===== src/rtl/iccm_pkg.sv =====
// iccm_pkg: shared types and defaults for the ICCM boot loader.
package iccm_pkg;
  typedef enum logic [1:0] {IDLE, LOAD, DONE, ERROR} loader_state_e;
  localparam logic [31:0] END_WORD_DEFAULT = 32'h0000_0FFF;
  localparam logic [15:0] TIMEOUT_DEFAULT = 16'd50000;
endpackage


===== src/rtl/iccm_loader_if.sv =====
// iccm_loader_if: ICCM wrapper write port driven by the boot loader.
interface iccm_loader_if #(parameter int ADDR_W = 12);
  logic              mem_req;
  logic [ADDR_W-1:0] mem_addr;
  logic [31:0]       mem_wdata;
  logic [3:0]        mem_we;
  modport master (output mem_req, mem_addr, mem_wdata, mem_we);
  modport slave (input mem_req, mem_addr, mem_wdata, mem_we);
endinterface


===== src/rtl/iccm_word_assembler.sv =====
// iccm_word_assembler: packs a byte stream into little-endian 32-bit words.
module iccm_word_assembler (
  input  logic        clk_i,
  input  logic        rst_ni,
  input  logic        clear_i,
  input  logic        valid_i,
  input  logic [7:0]  byte_i,
  output logic [1:0]  byte_cnt_o,
  output logic        word_valid_o,
  output logic [31:0] word_o
);
  logic [1:0]  byte_cnt;
  logic [23:0] lo_bytes;
  // Bytes shift in from the top so byte 0 ends up in [7:0]; byte 3 completes the word directly.
  assign word_valid_o = valid_i && byte_cnt == 2'd3;
  assign word_o = {byte_i, lo_bytes};
  assign byte_cnt_o = byte_cnt;
  always_ff @(posedge clk_i or negedge rst_ni)
    if (!rst_ni) begin
      byte_cnt <= 2'd0;
      lo_bytes <= 24'd0;
    end else if (clear_i) begin
      byte_cnt <= 2'd0;
      lo_bytes <= 24'd0;
    end else if (valid_i) begin
      byte_cnt <= byte_cnt + 2'd1;
      lo_bytes <= {byte_i, lo_bytes[23:8]};
    end
endmodule


===== src/rtl/iccm_loader.sv =====
// iccm_loader: boot-time loader writing a UART byte stream into ICCM while holding the core in reset.
module iccm_loader import iccm_pkg::*; #(
  parameter int          ADDR_W   = 12,
  parameter logic [31:0] END_WORD = END_WORD_DEFAULT,
  parameter logic [15:0] TIMEOUT  = TIMEOUT_DEFAULT
) (
  input  logic          clk_i,
  input  logic          rst_ni,
  input  logic          prog_i,
  input  logic [7:0]    rx_byte_i,
  input  logic          rx_valid_i,
  iccm_loader_if.master mem,
  output logic          reset_core_o,
  output logic          done_o,
  output logic          err_o
);
  localparam logic [ADDR_W:0] DEPTH = {1'b1, {ADDR_W{1'b0}}};
  loader_state_e   state;
  logic [ADDR_W:0] word_addr;
  logic [15:0]     idle_cnt;
  logic [15:0]     idle_nxt;
  logic [1:0]      byte_cnt;
  logic [31:0]     word;
  logic            word_valid;
  logic            in_load;
  logic            accept;
  logic            start;
  logic            timeout;
  assign in_load = state == LOAD;
  assign accept = in_load && rx_valid_i;
  assign start = !in_load && prog_i;
  assign idle_nxt = (accept || byte_cnt == 2'd0) ? 16'd0 : idle_cnt == TIMEOUT ? idle_cnt : idle_cnt + 16'd1;
  // Abort on the edge where the idle count reaches the limit with a word half-assembled.
  assign timeout = in_load && byte_cnt != 2'd0 && idle_nxt == TIMEOUT;
  iccm_word_assembler u_asm (
    .clk_i       (clk_i),
    .rst_ni      (rst_ni),
    .clear_i     (start),
    .valid_i     (accept),
    .byte_i      (rx_byte_i),
    .byte_cnt_o  (byte_cnt),
    .word_valid_o(word_valid),
    .word_o      (word)
  );
  always_ff @(posedge clk_i or negedge rst_ni)
    if (!rst_ni) begin
      state         <= IDLE;
      word_addr     <= '0;
      idle_cnt      <= 16'd0;
      mem.mem_req   <= 1'b0;
      mem.mem_addr  <= '0;
      mem.mem_wdata <= 32'd0;
      mem.mem_we    <= 4'h0;
      reset_core_o  <= 1'b1;
      done_o        <= 1'b0;
      err_o         <= 1'b0;
    end else begin
      mem.mem_req <= 1'b0;
      mem.mem_we  <= 4'h0;
      idle_cnt    <= idle_nxt;
      if (start) begin
        state         <= LOAD;
        word_addr     <= '0;
        idle_cnt      <= 16'd0;
        mem.mem_addr  <= '0;
        mem.mem_wdata <= 32'd0;
        reset_core_o  <= 1'b1;
        done_o        <= 1'b0;
        err_o         <= 1'b0;
      end else if (in_load && word_valid) begin
        if (word == END_WORD) begin
          state        <= DONE;
          reset_core_o <= 1'b0;
          done_o       <= 1'b1;
        end else if (word_addr == DEPTH) begin
          state <= ERROR;
          err_o <= 1'b1;
        end else begin
          mem.mem_req   <= 1'b1;
          mem.mem_we    <= 4'hF;
          mem.mem_addr  <= word_addr[ADDR_W-1:0];
          mem.mem_wdata <= word;
          word_addr     <= word_addr + (ADDR_W+1)'(1);
        end
      end else if (timeout) begin
        state <= ERROR;
        err_o <= 1'b1;
      end
    end
endmodule


===== src/flat_wrapper.sv =====
// flat-port wrapper written by rule: the top's interface ports become plain ports
module iccm_loader_flat import iccm_pkg::*;
#(
  parameter int          ADDR_W   = 12,
  parameter logic [31:0] END_WORD = END_WORD_DEFAULT,
  parameter logic [15:0] TIMEOUT  = TIMEOUT_DEFAULT
)
  (clk_i, rst_ni, prog_i, rx_byte_i, rx_valid_i, reset_core_o, done_o, err_o, mem_mem_req, mem_mem_addr, mem_mem_wdata, mem_mem_we);
  iccm_loader_if #(.ADDR_W(ADDR_W)) mem_i ();
  input  logic clk_i;
  input  logic rst_ni;
  input  logic prog_i;
  input  logic [7:0] rx_byte_i;
  input  logic rx_valid_i;
  output logic reset_core_o;
  output logic done_o;
  output logic err_o;
  output wire logic [$bits(mem_i.mem_req)-1:0] mem_mem_req;
  output wire logic [$bits(mem_i.mem_addr)-1:0] mem_mem_addr;
  output wire logic [$bits(mem_i.mem_wdata)-1:0] mem_mem_wdata;
  output wire logic [$bits(mem_i.mem_we)-1:0] mem_mem_we;
  assign mem_mem_req = mem_i.mem_req;
  assign mem_mem_addr = mem_i.mem_addr;
  assign mem_mem_wdata = mem_i.mem_wdata;
  assign mem_mem_we = mem_i.mem_we;
  iccm_loader #(.ADDR_W(ADDR_W), .END_WORD(END_WORD), .TIMEOUT(TIMEOUT)) u_core (.clk_i(clk_i), .rst_ni(rst_ni), .prog_i(prog_i), .rx_byte_i(rx_byte_i), .rx_valid_i(rx_valid_i), .mem(mem_i), .reset_core_o(reset_core_o), .done_o(done_o), .err_o(err_o));
endmodule

===== config.mk =====
export PLATFORM = sky130hd
export DESIGN_NAME = iccm_loader_flat
export DESIGN_NICKNAME = d
export VERILOG_FILES = /design/src/rtl/iccm_pkg.sv /design/src/rtl/iccm_loader_if.sv /design/src/rtl/iccm_word_assembler.sv /design/src/rtl/iccm_loader.sv /design/src/flat_wrapper.sv
export SDC_FILE = /design/constraint.sdc
export NUM_CORES = 1
export LEC_CHECK = 0
export BUFFER_PORTS_ARGS = -buffer_cell sky130_fd_sc_hd__buf_2
export CORE_MARGIN = 2
export CORE_UTILIZATION = 50
export CTS_CLUSTER_DIAMETER = 60
export CTS_CLUSTER_SIZE = 14
export DETAILED_ROUTE_END_ITERATION = 8
export PLACE_DENSITY = 0.77
export SKIP_LAST_GASP = 1
export SLEW_MARGIN = 20
export SYNTH_ARGS = -nofsm -noshare
export SYNTH_HDL_FRONTEND = slang
export SYNTH_HIERARCHICAL = 1
export SYNTH_SLANG_ARGS = --single-unit

===== constraint.sdc =====
create_clock -name clk_i -period 5.1 [get_ports clk_i]
set_input_delay 1.275 -clock clk_i [delete_from_list [all_inputs] [get_ports clk_i]]
set_output_delay 1.275 -clock clk_i [all_outputs]
set_load 0.005 [all_outputs]

# After elaboration in Yosys (flattened, before gate mapping)
# Cells that the tools add are included.
dict set report op_classes {
  reduce_logical 18
  eq_ne 11
  n_addsub 3
  muxes 43
}
# op count
set op_table {}
lappend op_table {{$mux W32} 4}
lappend op_table {{$mux W13} 4}
lappend op_table {{$mux W12} 4}
lappend op_table {{$mux W16} 3}
lappend op_table {{$mux W24} 2}
lappend op_table {{$eq A16 B16 Y1 const B} 2}
lappend op_table {{$eq A32 B12 Y1 const B} 1}
lappend op_table {{$add A16 B1 Y16 const B} 1}
lappend op_table {{$mux W4} 4}
lappend op_table {{$mux W1} 15}
lappend op_table {{$mux W2} 7}
lappend op_table {{$add A13 B1 Y13 const B} 1}
lappend op_table {{$eq A13 B13 Y1 const B} 1}
lappend op_table {{$reduce_bool A2 Y1} 4}
lappend op_table {{$logic_and A1 B1 Y1} 6}
lappend op_table {{$ne A3 B2 Y1 const B} 2}
lappend op_table {{$reduce_and A3 Y1} 2}
lappend op_table {{$ne A2 B1 Y1 const B} 2}
lappend op_table {{$ne A4 B3 Y1 const B} 1}
lappend op_table {{$reduce_and A2 Y1} 2}
lappend op_table {{$reduce_bool A3 Y1} 1}
lappend op_table {{$add A2 B1 Y2 const B} 1}
lappend op_table {{$eq A2 B1 Y1 const B} 1}
lappend op_table {{$eq A2 B2 Y1 const B} 1}
lappend op_table {{3 further kinds} 3}
dict set report word_totals {
  register_bits 109
}

# Logic depth before layout (Yosys ltp)
# Gate-level depths: netlist of the first run.
dict set report depth {
  word_depth 9
  ltp_mapped 14
  depth_no_buf 9
}

# Hierarchy
# The synthesis of the first run kept the hierarchy.
# mod instances cells_per_inst area_each_um2 seq_area_each_um2
set modules_own_cells {}
lappend modules_own_cells {iccm_loader 1 416 3823.7 1978.1}
lappend modules_own_cells {iccm_word_assembler 1 94 1153.6 650.6}

# Worst setup path before layout of the first run
# OpenSTA, ideal clock, no wires.
dict set report synth_path {
  path_kind {in2reg}
  startpoint {input rx_byte_i[7]}
  endpoint {register u_core.word_addr[5]}
  setup_time_ps 121
  path_stages 9
  setup_slack_ps 2041
  arrival_ps 2938
  cell_sequence {buf_4 > nand4b_1 > or4_4 > o21ai_4 > or2_1 > buf_4 > buf_6 > o21ai_1 > a22o_1}
}
dict set report synth_via {
  elab_chain_cells 3
}
# element line
set synth_rtl {}
lappend synth_rtl {{start: declaration} flat_wrapper.sv:13} ;# input logic [7:0] rx_byte_i;
lappend synth_rtl {{$eq A32 B12 Y1} iccm_loader.sv:71} ;# if (word == END_WORD) begin
lappend synth_rtl {{$ne A2 B1 Y1 (no source line)} n/a}
lappend synth_rtl {{$reduce_and A3 Y1 (no source line)} n/a}
lappend synth_rtl {{end signal: assignment} iccm_loader.sv:83} ;# word_addr <= word_addr + (ADDR_W+1)'(1);
lappend synth_rtl {{end: declaration} iccm_loader.sv:19} ;# logic [ADDR_W:0] word_addr;
# No other way between the ends.
# A chain may end at the register's enable or synchronous reset.

# Final worst setup path of the first run
dict set report layout_path {
  startpoint {input rx_valid_i}
  endpoint {register u_core.word_addr[9]}
}
dict set report layout_via {
  elab_chain_cells 5
}
# element line
set layout_rtl {}
lappend layout_rtl {{start: declaration} flat_wrapper.sv:14} ;# input logic rx_valid_i;
lappend layout_rtl {{$logic_and A1 B1 Y1} iccm_loader.sv:30} ;# assign accept = in_load && rx_valid_i;
lappend layout_rtl {{named net u_core.accept} iccm_loader.sv:26} ;# logic accept;
lappend layout_rtl {{$logic_and A1 B1 Y1} iccm_word_assembler.sv:15} ;# assign word_valid_o = valid_i && byte_cnt == 2'd3;
lappend layout_rtl {{named net u_core.word_valid} iccm_loader.sv:24} ;# logic word_valid;
lappend layout_rtl {{$logic_and A1 B1 Y1} iccm_loader.sv:70} ;# end else if (in_load && word_valid) begin
lappend layout_rtl {{$reduce_bool A2 Y1 (no source line)} n/a}
lappend layout_rtl {{$reduce_and A3 Y1 (no source line)} n/a}
# The timed path passes the listed nets, and every way through them passes these cells.

==> results.toml, run 1 <==
[synthesis]
ys_types = 50
yosysTopAreaCellShare_pct = 52.3
postSynthCellCount = 510
ys_seq_area_share_pct = 52.8
syn_nets = 527
yosys.area.top_type = "dfrtp_1"
synth_most_common_cell = "dfrtp_1"
yosysWarnings = 6
syn_avg_cell_area_um2 = 9.76
ys_seq_elements = 105
async_flop_share_pct = 100
synthTopCellsByArea = "dfrtp_1 (52%), nand2_1 (6.9%), mux2i_1 (5.4%)"
synth_common_cells = "dfrtp_1 (104), nand2_1 (91), nor2_1 (56)"
synth_edf_count = 0
synth_flop_cell = "dfrtp_1"
syn_area_mm2 = 0.00498

[timing]
worst_pin_slew_ns = 0.980
setup_ws_ns = 1.70
fin_crit_sh_pct = 66.6
period_needed_ns = 3.40
fmax_ghz = 0.294
hold_violations = 0
slew_headroom_pct = 34.7
rsz0062_at_grt = "no"
finalSetupViolations = 0
slew_violations = 0
clock_skew_ns = 0.0175
tns_ns = 0

[critical_path]
cp_cell_sequence = "buf_2, and2_1, buf_4, and2_1, and2_1, o21ai_4, or2_2, inv_2, a21boi_0, o21ai_0"
critPathLaunchType = "input pin"
path_max_fanout = 49
path_class = "in -> reg"
worst_path_most_repeated_cell = "and2_1"
endpoint_kind = "flop"
slowest_delay_ns = 0.57
worstPathRequired_ns = 5.39
arrival_ns = 3.68
slowest_stage = "inv_2"

[clock_tree]
postCtsSetupBuffers = 0
cts_made_buffers = 9
root_buffer = "clkbuf_8"
cts_num_sinks = 105
cts_tree = "done"
cts_max_level = 3
clock_latency_ns = 0.37
hold_buffers = 0
cts.path.max_buffers = 2
clk_pin_slew_ns = 0.11
cts_resized = 0

[die]
rows = 36
start_util_pct = 51.2
dieArea_mm2 = 0.0108
core-area_mm2 = 0.00973
io_pins = 64
die_w_um = 104
die_h_um = 104

[cells_and_area]
fin_area_mm2 = 0.00539
antenna-diode-count = 0
stdcell_count = 686
areaGrowthSynthToFinish_pct = 8.25
drive_above_1_share_pct = 16.5
fillers = 905
nets = 565

[job]
maxCapViolCount = 0

[grt]
gr-total-overflow = 0
grt_max_degree = 75
grt.total_usage_pct = 20.5
grt_pass1_wl_um = 18300
grt_pass1_vias = 3824
antenna_found_initial = 0

[power]
peakVddDrop_mv = 0.267
p_leak_uw = 0.00276
power_density_mw_per_mm2 = 456

[route]
routed_wl_um = 10500
ant_nets = 0
wl_per_cell_um = 15.2
via_per_inst = 5.57
drt_iter0_markers = 163
first_pass_iters = 4
vias = 3822
drc = 0

[place]
place_area_mm2 = 0.00520
pre_cts_slack_ns = 1.35
dp_hpwl_um = 6960
io_buffers = 63
dp_cells = 670
place.gp.congestion = 0.845

[min_path]
hold_path_class = "reg -> reg"

[status]
outcome = "finished, final reports clean"
-- flip-flops by register name, indices dropped and copies added (netlist names) --
signal and count:
u_core/mem.mem_wdata 32, u_core/u_asm/lo_bytes 24, u_core/idle_cnt 16, u_core/word_addr 13, u_core/mem.mem_addr 12, u_core/state 2, u_core/u_asm/byte_cnt_o 2, u_core/done_o 1
u_core/err_o 1, u_core/mem.mem_we 1, u_core/reset_core_o 1
-- worst paths after layout --
kind	from	to	slack, ns	cells after the start
max in group asynchronous	rst_ni	u_core/mem.mem_wdata[26]	3.11	2
min in group asynchronous	rst_ni	u_core/idle_cnt[1]	1.02	1
hold / removal	u_core/mem.mem_addr[10]	u_core/mem.mem_addr[10]	0.51	2
hold reg to reg	u_core/mem.mem_addr[10]	u_core/mem.mem_addr[10]	0.51	2
setup / recovery	rx_valid_i	u_core/word_addr[9]	1.70	10
setup reg to reg	u_core/state[1]	u_core/word_addr[9]	2.06	10
-- cells by family (layout without fill, tap and decap cells) --
family	count (synthesis)	after routing	share of synthesized area (%)
AO/OA/AOI/OAI	38	38	5.03
flip-flops	105	105	52.8
adder cells (fa/ha/maj)	5	5	1.26
buffers and inverters	51	94	6.71
multiplexers	27	27	5.43
XOR/XNOR	20	20	3.52
AND/OR/NAND/NOR	264	264	25.2
-- cells in the final DEF (no fill, tap or decap), types with 2 or more instances in the layout --
master,count
nor4b_1,2
a21oi_1,7
ha_1,5
o21ai_1,2
nor4_1,12
buf_4,5
a22o_1,3
nand2_1,91
nor4bb_1,4
o21ai_0,11
xor2_1,5
nor3_1,7
inv_1,9
mux2i_1,27
dfrtp_1,104
inv_8,3
a21o_1,4
inv_6,2
nand4_1,9
clkbuf_8,9
nor3b_1,6
and3_1,7
xnor2_1,15
buf_2,62
and2_1,3
nor2b_1,4
or3_1,2
a21boi_0,3
nand3_1,51
nor2_1,56
-- routing by layer --
layer / vias to the layer above / GRT usage, % / wire, um
met1: 1920 / 28.4 / 4800
li1: 1789 / - / -
met2: 101 / 33.3 / 5140
met3: 12 / 3.59 / 411
met4: 0 / 6.27 / 112
met5: - / 0 / 0
-- final cells by class --
| type | count | area [um^2] | area share, % |
|---|---|---|---|
| clock inverters | 6 | 58.8 | 1.09 |
| inverters | 11 | 41.3 | 0.766 |
| repair buffers | 67 | 348 | 6.46 |
| flip-flops and latches | 105 | 2630 | 48.8 |
| multi-input cells | 354 | 2020 | 37.4 |
| well taps | 133 | 166 | 3.09 |
| clock buffers | 10 | 128 | 2.37 |
-- worst max-delay path, delay by kind of cell --
kind	cells	cell delay [ns]
compound gates	3	0.48
simple gates	4	0.84
buf+inv	3	1.05
-- through the flow --
stage	utilization, %	hold WS [ns]	total power [uW]
final	55.4	0.509	2460
after global routing	55.4	0.536	2630
after CTS	55.4	0.513	2480
after detailed placement	53.5	0.480	1970
after global placement	53.5	0.468	1940
after floorplan	-	0.452	1740
-- power breakdown --
group | internal (uW) | switching [uW] | total, uW | leakage (uW)
logic | 295 | 414 | 708 | 0.00126
registers | 1060 | 189 | 1250 | 0.00140
clock network | 192 | 308 | 500 | 0.0000932
total | 1540 | 911 | 2460 | 0.00276
Power figures use the tool's default switching activity.
==> run 2: changes to the inputs <==
==> constraint.sdc (replaced) <==
create_clock -name clk_i -period 3.4 [get_ports clk_i]
set_input_delay 0.85 -clock clk_i [delete_from_list [all_inputs] [get_ports clk_i]]
set_output_delay 0.85 -clock clk_i [all_outputs]
set_load 0.005 [all_outputs]
==> results.toml, run 2 (synthesis results as in run 1) <==
[status]
outcome = "finished, final reports clean"

[clock_tree]
cts_max_level = 3
clk_pin_slew_ns = 0.10
cts_resized = 0
cts.path.max_buffers = 2
hold_buffers = 0
postCtsSetupBuffers = 0
cts_num_sinks = 105
cts_tree = "done"
root_buffer = "clkbuf_8"
clock_latency_ns = 0.38
cts_made_buffers = 9

[critical_path]
arrival_ns = 3.05
endpoint_kind = "flop"
ff2ff_setup_slack_ns = 0.62
worstPathRequired_ns = 3.67
crit_path_start = "u_core/u_asm/lo_bytes[13]"
reg2reg_to = "u_core/word_addr[7]"
cp_cell_sequence = "or4b_1, or4_4, o21ai_4, or2_2, buf_4, o21ai_0, a21o_1"
worstSetupEndpoint = "u_core/word_addr[7]"
slowest_stage = "or4b_1"
slowest_delay_ns = 0.51
reg2reg_depth = 7
path_class = "reg -> reg"
path_max_fanout = 43
r2r-start = "u_core/u_asm/lo_bytes[13]"
critPathLaunchType = "flop"

[timing]
tns_ns = 0
period_needed_ns = 2.78
hold_violations = 0
fmax_ghz = 0.360
worst_pin_slew_ns = 0.705
slew_headroom_pct = 52.7
slew_violations = 0
fin_crit_sh_pct = 81.8
clock_skew_ns = 0.0145
setup_ws_ns = 0.619
rsz0062_at_grt = "no"
finalSetupViolations = 0

[route]
drc = 0
drt_iter0_markers = 212
ant_nets = 0
routed_wl_um = 10600
via_per_inst = 5.49
first_pass_iters = 5
vias = 3784
wl_per_cell_um = 15.3

[cells_and_area]
largest_reg_flops = 32
top_register = "u_core/mem.mem_wdata"
fin_area_mm2 = 0.00545
final_cell_mix = "dfrtp_1 (104), nand2_1 (91), buf_2 (62), nor2_1 (56), nand3_1 (51)"
final_common_cell = "dfrtp_1"
reg_top3 = "u_core/mem.mem_wdata x32, u_core/u_asm/lo_bytes x24, u_core/idle_cnt x16"
antenna-diode-count = 0
drive_above_1_share_pct = 17.1
nets = 568
areaGrowthSynthToFinish_pct = 9.43

[place]
dp_hpwl_um = 7230
place_area_mm2 = 0.00524
place.gp.congestion = 0.862
pre_cts_slack_ns = 0.348
io_buffers = 63

[grt]
grt_pass1_wl_um = 17900
grt_pass1_vias = 3629
grt_max_degree = 54
antenna_found_initial = 0
grt.total_usage_pct = 20.3
gr-total-overflow = 0

[die]
io_pins = 64
die_h_um = 104
rows = 36
die_w_um = 104
dieArea_mm2 = 0.0108
start_util_pct = 51.2
core-area_mm2 = 0.00973

[power]
power_density_mw_per_mm2 = 691
p_total_uw = 3760
p_leak_uw = 0.00278
peakVddDrop_mv = 0.348

[min_path]
hold_path_class = "reg -> reg"

[job]
maxCapViolCount = 0
[run 2: cell count changes in the layout (fill, tap and decap cells not counted), sizes merged]
| cell | before | now |
|---|---|---|
| inv | 15 | 13 |
| bufinv | 0 | 1 |
| clkinv | 1 | 2 |
| buf | 67 | 70 |
[run 2: how the worst min path moves through the flow]
stage | start | endpoint | cells past startpoint
2_1_floorplan | u_core/u_asm/lo_bytes[7] | u_core/mem.mem_wdata[7] | 2
3_3_place_gp | u_core/done_o | u_core/done_o | 1
3_5_place_dp | u_core/done_o | u_core/done_o | 1
4_1_cts | u_core/done_o | u_core/done_o | 1
5_1_grt | u_core/u_asm/lo_bytes[5] | u_core/mem.mem_wdata[5] | 2
6_report | u_core/done_o | u_core/done_o | 1
[run 2: routing by layer]
metal,GRT usage (%),part of all wire [%]
met2,31.7,48
met3,4.78,5.6
met4,6.56,1.6
met1,28.2,45
met5,0,0
[run 2: critical path: cells and delay by family (launching register included)]
| kind | cells | cell delay (ns) |
|---|---|---|
| compound gates | 3 | 0.67 |
| buf+inv | 1 | 0.37 |
| flops | 1 | 0.44 |
| simple gates | 3 | 1.19 |
[run 2: metrics by stage]
stage	utilization, %	hold WS [ns]	instances
global placement	53.8	0.475	673
CTS	56.0	0.493	689
finish	56.0	0.492	689
global route	56.0	0.525	689
floorplan	-	0.452	510
detailed placement	53.8	0.469	673
[run 2: final cells by class]
type | count | area [um^2]
Timing Repair Buffer | 70 | 383
Clock inverter | 6 | 72.6
Sequential cell | 105 | 2630
Multi-Input combinational cell | 354 | 2020
Fill cell | 886 | 4280
Clock buffer | 10 | 138
Inverter | 11 | 41.3
Tap cell | 133 | 166
[run 2: where the power goes]
| group | total [uW] | leakage [uW] | internal [uW] | switching, uW |
|---|---|---|---|---|
| Combinational | 1080 | 0.00128 | 452 | 626 |
| Clock | 816 | 0.000104 | 370 | 446 |
| Sequential | 1870 | 0.00140 | 1590 | 284 |
| Total | 3760 | 0.00278 | 2410 | 1360 |
